## src/rtl/dlx_hazard_unit.sv

```systemverilog
// dlx_hazard_unit
//   Interlock and flush controller for the DLX pipeline, placed beside ID decode.
//   It keeps a per-register scoreboard of pending writes (load and multiply
//   latencies) and a busy counter for the non-pipelined multiplier. From these
//   it decides whether the instruction in ID stalls, is killed (flush slot after
//   a taken branch/jump) or issues.
//
// Ports
//   clk, reset        rising-edge clock, asynchronous active-high reset
//   id_valid          ID holds a real instruction
//   id_rs1/_used      source 1 index / instruction reads it
//   id_rs2/_used      source 2 index / instruction reads it
//   id_rd, id_regwr   destination index / instruction writes it
//   id_is_load        load instruction
//   id_is_mul         mult/multu
//   id_branch_taken   branch/jump in ID resolved taken
//   stall             hold PC and IF/ID, bubble into EX
//   kill              squash the instruction in ID
//   issue             ID instruction advances this cycle
//   busy_mask         bit i = register i has a pending write
//   mul_busy          multiplier occupied
module dlx_hazard_unit #(
  parameter int NREGS       = 32,
  parameter int REG_AW      = 5,
  parameter int LOAD_LAT    = 1,
  parameter int MUL_LAT     = 4,
  parameter int FLUSH_SLOTS = 1
) (
  input  logic              clk,
  input  logic              reset,
  input  logic              id_valid,
  input  logic [REG_AW-1:0] id_rs1,
  input  logic              id_rs1_used,
  input  logic [REG_AW-1:0] id_rs2,
  input  logic              id_rs2_used,
  input  logic [REG_AW-1:0] id_rd,
  input  logic              id_regwr,
  input  logic              id_is_load,
  input  logic              id_is_mul,
  input  logic              id_branch_taken,
  output logic              stall,
  output logic              kill,
  output logic              issue,
  output logic [NREGS-1:0]  busy_mask,
  output logic              mul_busy
);

  localparam int MAXLAT = (LOAD_LAT > MUL_LAT) ? LOAD_LAT : MUL_LAT;
  localparam int CW     = (MAXLAT < 1) ? 1 : $clog2(MAXLAT + 1);
  localparam int FW     = (FLUSH_SLOTS < 1) ? 1 : $clog2(FLUSH_SLOTS + 1);

  typedef enum logic {
    S_RUN,
    S_FLUSH
  } state_t;

  logic [CW-1:0] r_cnt [NREGS];
  logic [CW-1:0] r_mcnt;
  logic [FW-1:0] r_fcnt;
  state_t        r_state;

  state_t        w_state_nxt;
  logic [FW-1:0] w_fcnt_nxt;
  logic [NREGS-1:0] w_busy;
  logic          w_raw;
  logic          w_waw;
  logic          w_struct;
  logic          w_set;
  logic [CW-1:0] w_set_val;

  // Entry 0 is never loaded, so r0 can never appear busy.
  always_comb begin
    w_busy = '0;
    for (int unsigned i = 1; i < NREGS; i++) begin
      w_busy[i] = (r_cnt[i] != '0);
    end
  end

  always_comb begin
    w_raw    = (id_rs1_used & w_busy[id_rs1]) | (id_rs2_used & w_busy[id_rs2]);
    w_waw    = id_regwr & w_busy[id_rd];
    w_struct = id_is_mul & (r_mcnt != '0);
    kill     = (r_state == S_FLUSH);
    stall    = id_valid & ~kill & (w_raw | w_waw | w_struct);
    issue    = id_valid & ~kill & ~stall;
    busy_mask = w_busy;
    mul_busy  = (r_mcnt != '0);
  end

  // Load takes precedence should both type flags be set; ALU results are forwarded.
  always_comb begin
    w_set     = issue & id_regwr & (id_rd != '0);
    w_set_val = '0;
    if (id_is_load)     w_set_val = CW'(LOAD_LAT);
    else if (id_is_mul) w_set_val = CW'(MUL_LAT);
  end

  // waw interlock guarantees the target counter is zero when it is loaded,
  // so a load never competes with a decrement.
  always_ff @(posedge clk or posedge reset) begin
    if (reset) begin
      for (int unsigned i = 0; i < NREGS; i++) begin
        r_cnt[i] <= '0;
      end
      r_mcnt <= '0;
    end else begin
      r_cnt[0] <= '0;
      for (int unsigned i = 1; i < NREGS; i++) begin
        if (w_set && (id_rd == REG_AW'(i))) begin
          r_cnt[i] <= w_set_val;
        end else if (r_cnt[i] != '0) begin
          r_cnt[i] <= r_cnt[i] - CW'(1);
        end
      end
      if (issue && id_is_mul) begin
        r_mcnt <= CW'(MUL_LAT);
      end else if (r_mcnt != '0) begin
        r_mcnt <= r_mcnt - CW'(1);
      end
    end
  end

  always_comb begin
    w_state_nxt = r_state;
    w_fcnt_nxt  = r_fcnt;
    case (r_state)
      S_RUN: begin
        if (issue && id_branch_taken && (FLUSH_SLOTS > 0)) begin
          w_state_nxt = S_FLUSH;
          w_fcnt_nxt  = FW'(FLUSH_SLOTS);
        end
      end
      S_FLUSH: begin
        w_fcnt_nxt = r_fcnt - FW'(1);
        if (r_fcnt == FW'(1)) begin
          w_state_nxt = S_RUN;
        end
      end
      default: begin
        w_state_nxt = S_RUN;
        w_fcnt_nxt  = '0;
      end
    endcase
  end

  always_ff @(posedge clk or posedge reset) begin
    if (reset) begin
      r_state <= S_RUN;
      r_fcnt  <= '0;
    end else begin
      r_state <= w_state_nxt;
      r_fcnt  <= w_fcnt_nxt;
    end
  end

endmodule

```

## config.mk

```make
export PLATFORM = sky130hd
export DESIGN_NAME = dlx_hazard_unit
export DESIGN_NICKNAME = d
export VERILOG_FILES = /design/src/rtl/dlx_hazard_unit.sv
export SDC_FILE = /design/constraint.sdc
export NUM_CORES = 1
export LEC_CHECK = 0
export CAP_MARGIN = 20
export CORE_MARGIN = 2
export CORE_UTILIZATION = 59
export DETAILED_ROUTE_END_ITERATION = 7
export GPL_ROUTABILITY_DRIVEN = 0
export GPL_TIMING_DRIVEN = 0
export HOLD_SLACK_MARGIN = 0.05
export PLACE_DENSITY = 0.81
export SYNTH_ARGS = -nofsm -noshare
export SYNTH_HDL_FRONTEND = slang
export SYNTH_SLANG_ARGS = --single-unit
```

## constraint.sdc

```tcl
create_clock -name clk -period 4.2 [get_ports clk]
set_input_delay 0.84 -clock clk [delete_from_list [all_inputs] [get_ports clk]]
set_output_delay 0.84 -clock clk [all_outputs]
set_load 0.01 [all_outputs]
```

==> report_table.html <==
<table>
<tr><th>Metric</th><th>Value</th></tr>
<tr><th colspan="2">Timing</th></tr>
<tr><td>Final setup violation count</td><td>0</td></tr>
<tr><td>Number of hold-slack violations in the final timing report</td><td>0</td></tr>
<tr><td>Period utilisation layout</td><td>96.4%</td></tr>
<tr><td>Setup TNS</td><td>0 ns</td></tr>
<tr><td>Actual transition at the worst max-transition pin</td><td>0.641 ns</td></tr>
<tr><td>Final number of max-transition violations</td><td>0</td></tr>
<tr><td>RSZ-0062 raised after global routing</td><td>false</td></tr>
<tr><td>Worst Skew</td><td>0.00606 ns</td></tr>
<tr><td>Highest clock rate</td><td>247 MHz</td></tr>
<tr><td>Final Critical Period</td><td>4.05 ns</td></tr>
<tr><td>Rel. slew slack</td><td>57.3%</td></tr>
<tr><td>Worst Slack Setup Final</td><td>0.151 ns</td></tr>
<tr><th colspan="2">Power</th></tr>
<tr><td>Leak</td><td>3.65 nW</td></tr>
<tr><td>Combinational share of power</td><td>57.4%</td></tr>
<tr><td>Power share of the sequential group</td><td>29.2%</td></tr>
<tr><td>Worst VDD drop</td><td>392 uV</td></tr>
<tr><td>Int Pwr</td><td>3.59 mW</td></tr>
<tr><td>Switching fraction of total power</td><td>41.7%</td></tr>
<tr><td>Overall Power</td><td>6.16 mW</td></tr>
<tr><td>Cell Pwr Density</td><td>743 nW/um^2</td></tr>
<tr><td>Clock network fraction of design power</td><td>13.4%</td></tr>
<tr><td>Switching power</td><td>2.57 mW</td></tr>
<tr><th colspan="2">Final layout</th></tr>
<tr><td>Filler Cells Inserted</td><td>899</td></tr>
<tr><td>Number of inserted diodes</td><td>0</td></tr>
<tr><td>Fraction of final layout cells with drive strength greater than 1</td><td>9.82%</td></tr>
<tr><td>Net count of the finished layout</td><td>950</td></tr>
<tr><td>Final non-filler cell area</td><td>8280 um^2</td></tr>
<tr><td>Area growth from synthesis to layout</td><td>16.4%</td></tr>
<tr><th colspan="2">Routing</th></tr>
<tr><td>Detailed-routing iteration count for the pre-antenna-repair pass</td><td>5</td></tr>
<tr><td>Average wire per standard cell</td><td>19.4 um</td></tr>
<tr><td>Post-DR vias/cell</td><td>6.24</td></tr>
<tr><td>DRC Markers</td><td>0</td></tr>
<tr><td>Post-Route WL</td><td>19600 um</td></tr>
<tr><td>Remaining antenna violation count after routing</td><td>0</td></tr>
<tr><td>First-iteration detailed-routing DRC count</td><td>529</td></tr>
<tr><td>Via total after detailed routing</td><td>6318</td></tr>
<tr><th colspan="2">Yosys</th></tr>
<tr><td>Number of instances in the synthesized netlist</td><td>799</td></tr>
<tr><td>Warnings from Yosys</td><td>0</td></tr>
<tr><td>Proportion of netlist area held by the largest area contributor</td><td>34.5%</td></tr>
<tr><td>Area contributors post-synth</td><td>dfrtp_1, ha_1, inv_1</td></tr>
<tr><td>Largest area contributor in the synthesized netlist</td><td>dfrtp_1</td></tr>
<tr><td>Syn_area_per_cell</td><td>8.90 um^2</td></tr>
<tr><td>Most instantiated cells after synthesis</td><td>inv_1, dfrtp_1, nor2_1, a21oi_1, ha_1</td></tr>
<tr><td>Post-synthesis cell area</td><td>7110 um^2</td></tr>
<tr><td>Post-synth EDFFs</td><td>0</td></tr>
<tr><td>Async set or reset register ratio after synthesis</td><td>100%</td></tr>
<tr><td>Mapped Nets</td><td>887</td></tr>
<tr><td>Count of state elements after synthesis</td><td>98</td></tr>
<tr><td>Post-synthesis sequential area ratio</td><td>34.5%</td></tr>
<tr><td>Prevailing post-synth register cell</td><td>dfrtp_1</td></tr>
<tr><td>Most used standard cell by instance count after synthesis</td><td>inv_1</td></tr>
<tr><td>Post-synth cell types</td><td>64</td></tr>
<tr><th colspan="2">Setup path</th></tr>
<tr><td>Setup slack on the worst flop-to-flop path</td><td>0.91 ns</td></tr>
<tr><td>WP depth</td><td>11</td></tr>
<tr><td>Critical path class</td><td>in -&gt; out</td></tr>
<tr><td>Data arrival time of the critical path</td><td>3.21 ns</td></tr>
<tr><td>CP max stage cell</td><td>clkdlybuf4s50_1</td></tr>
<tr><td>Crit path capture</td><td>stall</td></tr>
<tr><td>Cell-by-cell trace of the critical path</td><td>clkdlybuf4s50_1 &gt; clkbuf_2 &gt; nor2_1 &gt; nand2_1 &gt; nand4_1 &gt; o211a_1 &gt; buf_4 &gt; and3_4 &gt; buf_4 &gt; nor2_1 &gt; clkbuf_2</td></tr>
<tr><td>Reg-to-reg critical path endpoint</td><td>r_cnt[81]$_DFFE_PP0P_</td></tr>
<tr><td>Depth of the most critical reg-to-reg path</td><td>12</td></tr>
<tr><td>Kind of end point of the critical path</td><td>output pin</td></tr>
<tr><td>Launching element of the worst setup path</td><td>id_rd[2]</td></tr>
<tr><td>Largest stage delay, worst path</td><td>0.47 ns</td></tr>
<tr><td>Buffers plus inverters on the worst setup path</td><td>5</td></tr>
<tr><td>Largest fanout of any net on the critical path</td><td>10</td></tr>
<tr><td>Critical path required time</td><td>3.36 ns</td></tr>
<tr><td>Critical path startpoint category</td><td>input port</td></tr>
<tr><td>Delay-heaviest family, CP</td><td>buffers and inverters</td></tr>
<tr><td>Launching point of the worst reg2reg path</td><td>r_cnt[84]$_DFFE_PP0P_</td></tr>
<tr><th colspan="2">CTS</th></tr>
<tr><td>Clock-pin slew of the registers on the worst-case setup and hold paths</td><td>0.07 ns</td></tr>
<tr><td>Deepest clock path buffer count</td><td>2</td></tr>
<tr><td>Level count of the clock H-tree</td><td>3</td></tr>
<tr><td>CTS tree</td><td>yes</td></tr>
<tr><td>Quantity of hold-fixing buffers added after cts</td><td>0</td></tr>
<tr><td>Clock sink total</td><td>98</td></tr>
<tr><td>Clock insertion delay at the later pin of the skew report</td><td>0.35 ns</td></tr>
<tr><td>Cts bufs inserted</td><td>9</td></tr>
<tr><td>Root cell of the clock tree</td><td>clkbuf_16</td></tr>
<tr><th colspan="2">Global route</th></tr>
<tr><td>Gr ovfl total</td><td>0</td></tr>
<tr><td>All-Layer GR Usage</td><td>31.2%</td></tr>
<tr><td>Global-route wire length before repair</td><td>31300 um</td></tr>
<tr><td>Largest net degree at the start of global routing</td><td>54</td></tr>
<tr><td>Number of antenna violations at the first check in global routing</td><td>0</td></tr>
<tr><td>Via count of the first global-routing pass</td><td>6320</td></tr>
<tr><th colspan="2">Floorplanning</th></tr>
<tr><td>Die boundary height</td><td>114 um</td></tr>
<tr><td>DIE WIDTH</td><td>114 um</td></tr>
<tr><td>Initial Util</td><td>59.7%</td></tr>
<tr><td>Number of ports placed on the die boundary</td><td>60</td></tr>
<tr><td>Placeable core region</td><td>11900 um^2</td></tr>
<tr><td>Die area</td><td>12900 um^2</td></tr>
<tr><td>Site Rows</td><td>40</td></tr>
<tr><th colspan="2">Placed design</th></tr>
<tr><td>IO buf count</td><td>55</td></tr>
<tr><td>Worst setup slack after placement</td><td>-0.825 ns</td></tr>
<tr><td>Estimated wirelength of the detail-placed design</td><td>14600 um</td></tr>
<tr><td>Placed standard-cell area</td><td>7880 um^2</td></tr>
<tr><th colspan="2">Flow run</th></tr>
<tr><td>Max-cap violations</td><td>0</td></tr>
<tr><th colspan="2">Worst hold path</th></tr>
<tr><td>HP Class</td><td>reg -&gt; reg</td></tr>
<tr><th colspan="2">Status</th></tr>
<tr><td>Run status</td><td>complete, no violations</td></tr>
</table>
worst min-delay path by stage:
stage	cells after the start	endpoint	slack [ns]	from
finish	2	r_cnt[47]$_DFFE_PP0P_	0.54	r_cnt[47]$_DFFE_PP0P_
global placement	2	r_cnt[20]$_DFFE_PP0P_	0.50	r_cnt[20]$_DFFE_PP0P_
global route	2	r_cnt[47]$_DFFE_PP0P_	0.57	r_cnt[47]$_DFFE_PP0P_
floorplan	2	r_cnt[20]$_DFFE_PP0P_	0.48	r_cnt[20]$_DFFE_PP0P_
CTS	2	r_cnt[47]$_DFFE_PP0P_	0.53	r_cnt[47]$_DFFE_PP0P_
detailed placement	2	r_cnt[47]$_DFFE_PP0P_	0.52	r_cnt[47]$_DFFE_PP0P_
power groups by stage:
stage / Combinational [mW] / Clock, mW / Sequential, mW
final: 3.54 / 0.822 / 1.80
after global routing: 3.95 / 0.861 / 1.85
after CTS: 3.51 / 0.824 / 1.78
after detailed placement: 3.46 / 0 / 1.80
after global placement: 3.21 / 0 / 1.76
after floorplan: 2.51 / 0 / 1.72
layout make-up:
type | count | area, um^2 | area share [%]
sequential | 98 | 2450 | 29.6
buffer | 41 | 249 | 3.01
clock buffer | 13 | 280 | 3.38
inverter | 104 | 393 | 4.74
timing repair buffer | 57 | 582 | 7.03
tap | 147 | 184 | 2.22
clock inverter | 2 | 10.0 | 0.121
multi-input combinational | 551 | 4130 | 49.9
what timing repair did:
action                                  CTS  global route
endpoints found under the setup margin    2             2
buffers inserted                          1             0
pin swaps                                 1             0
gates resized for setup                  29            26
cloned                                    0             0
state kept, by name, indices dropped and copies added (netlist names):
name    flops
kill        1
r_cnt      93
r_fcnt      1
r_mcnt      3
worst min-delay path, stage by stage (launching register included):
cell and delay, ns:
dfrtp_1 0.37, mux2i_1 0.07, o21ai_0 0.06
metal layers:
metal | global-route usage (%) | vias to the layer above | routed length [um]
met4 | 14.4 | 0 | 878
met2 | 52.1 | 321 | 9400
met3 | 4.68 | 87 | 1590
met5 | 0 | - | 0
met1 | 40.3 | 3089 | 7750
li1 | - | 2821 | -
metrics by stage:
| step | utilization [%] | cells | hold slack, ns |
|---|---|---|---|
| floorplan | - | 799 | 0.483 |
| global placement | 65.9 | 1001 | 0.498 |
| detailed placement | 66.1 | 1002 | 0.520 |
| CTS | 69.1 | 1017 | 0.534 |
| global route | 69.5 | 1013 | 0.567 |
| finish | 69.5 | 1013 | 0.535 |
logic make-up (layout without fill, tap and decap cells):
| logic type | after synthesis | after routing | synth area share (%) |
|---|---|---|---|
| fa+ha+maj | 64 | 64 | 11.3 |
| flops | 98 | 98 | 34.5 |
| other cells | 1 | 1 | 0.0527 |
| buf+inv | 150 | 217 | 8.66 |
| mux | 75 | 75 | 13.0 |
| simple gates | 240 | 240 | 17.2 |
| compound gates | 138 | 138 | 11.2 |
| xor+xnor | 33 | 33 | 4.06 |
cells in the final DEF, fill, tap and decap left out, drive strengths merged, types with 9 or more instances in the layout:
cell and n:
a21oi 67, buf 26, clkbuf 31, clkdlybuf4s50 46, dfrtp 98, ha 64, inv 104, mux2 31
mux2i 33, mux4 11, nand2 20, nand2b 9, nand3 41, nor2 79, nor2b 35, nor3 22
o21ai 38, xnor2 32
No activity file was read; power rests on OpenSTA's default activity.
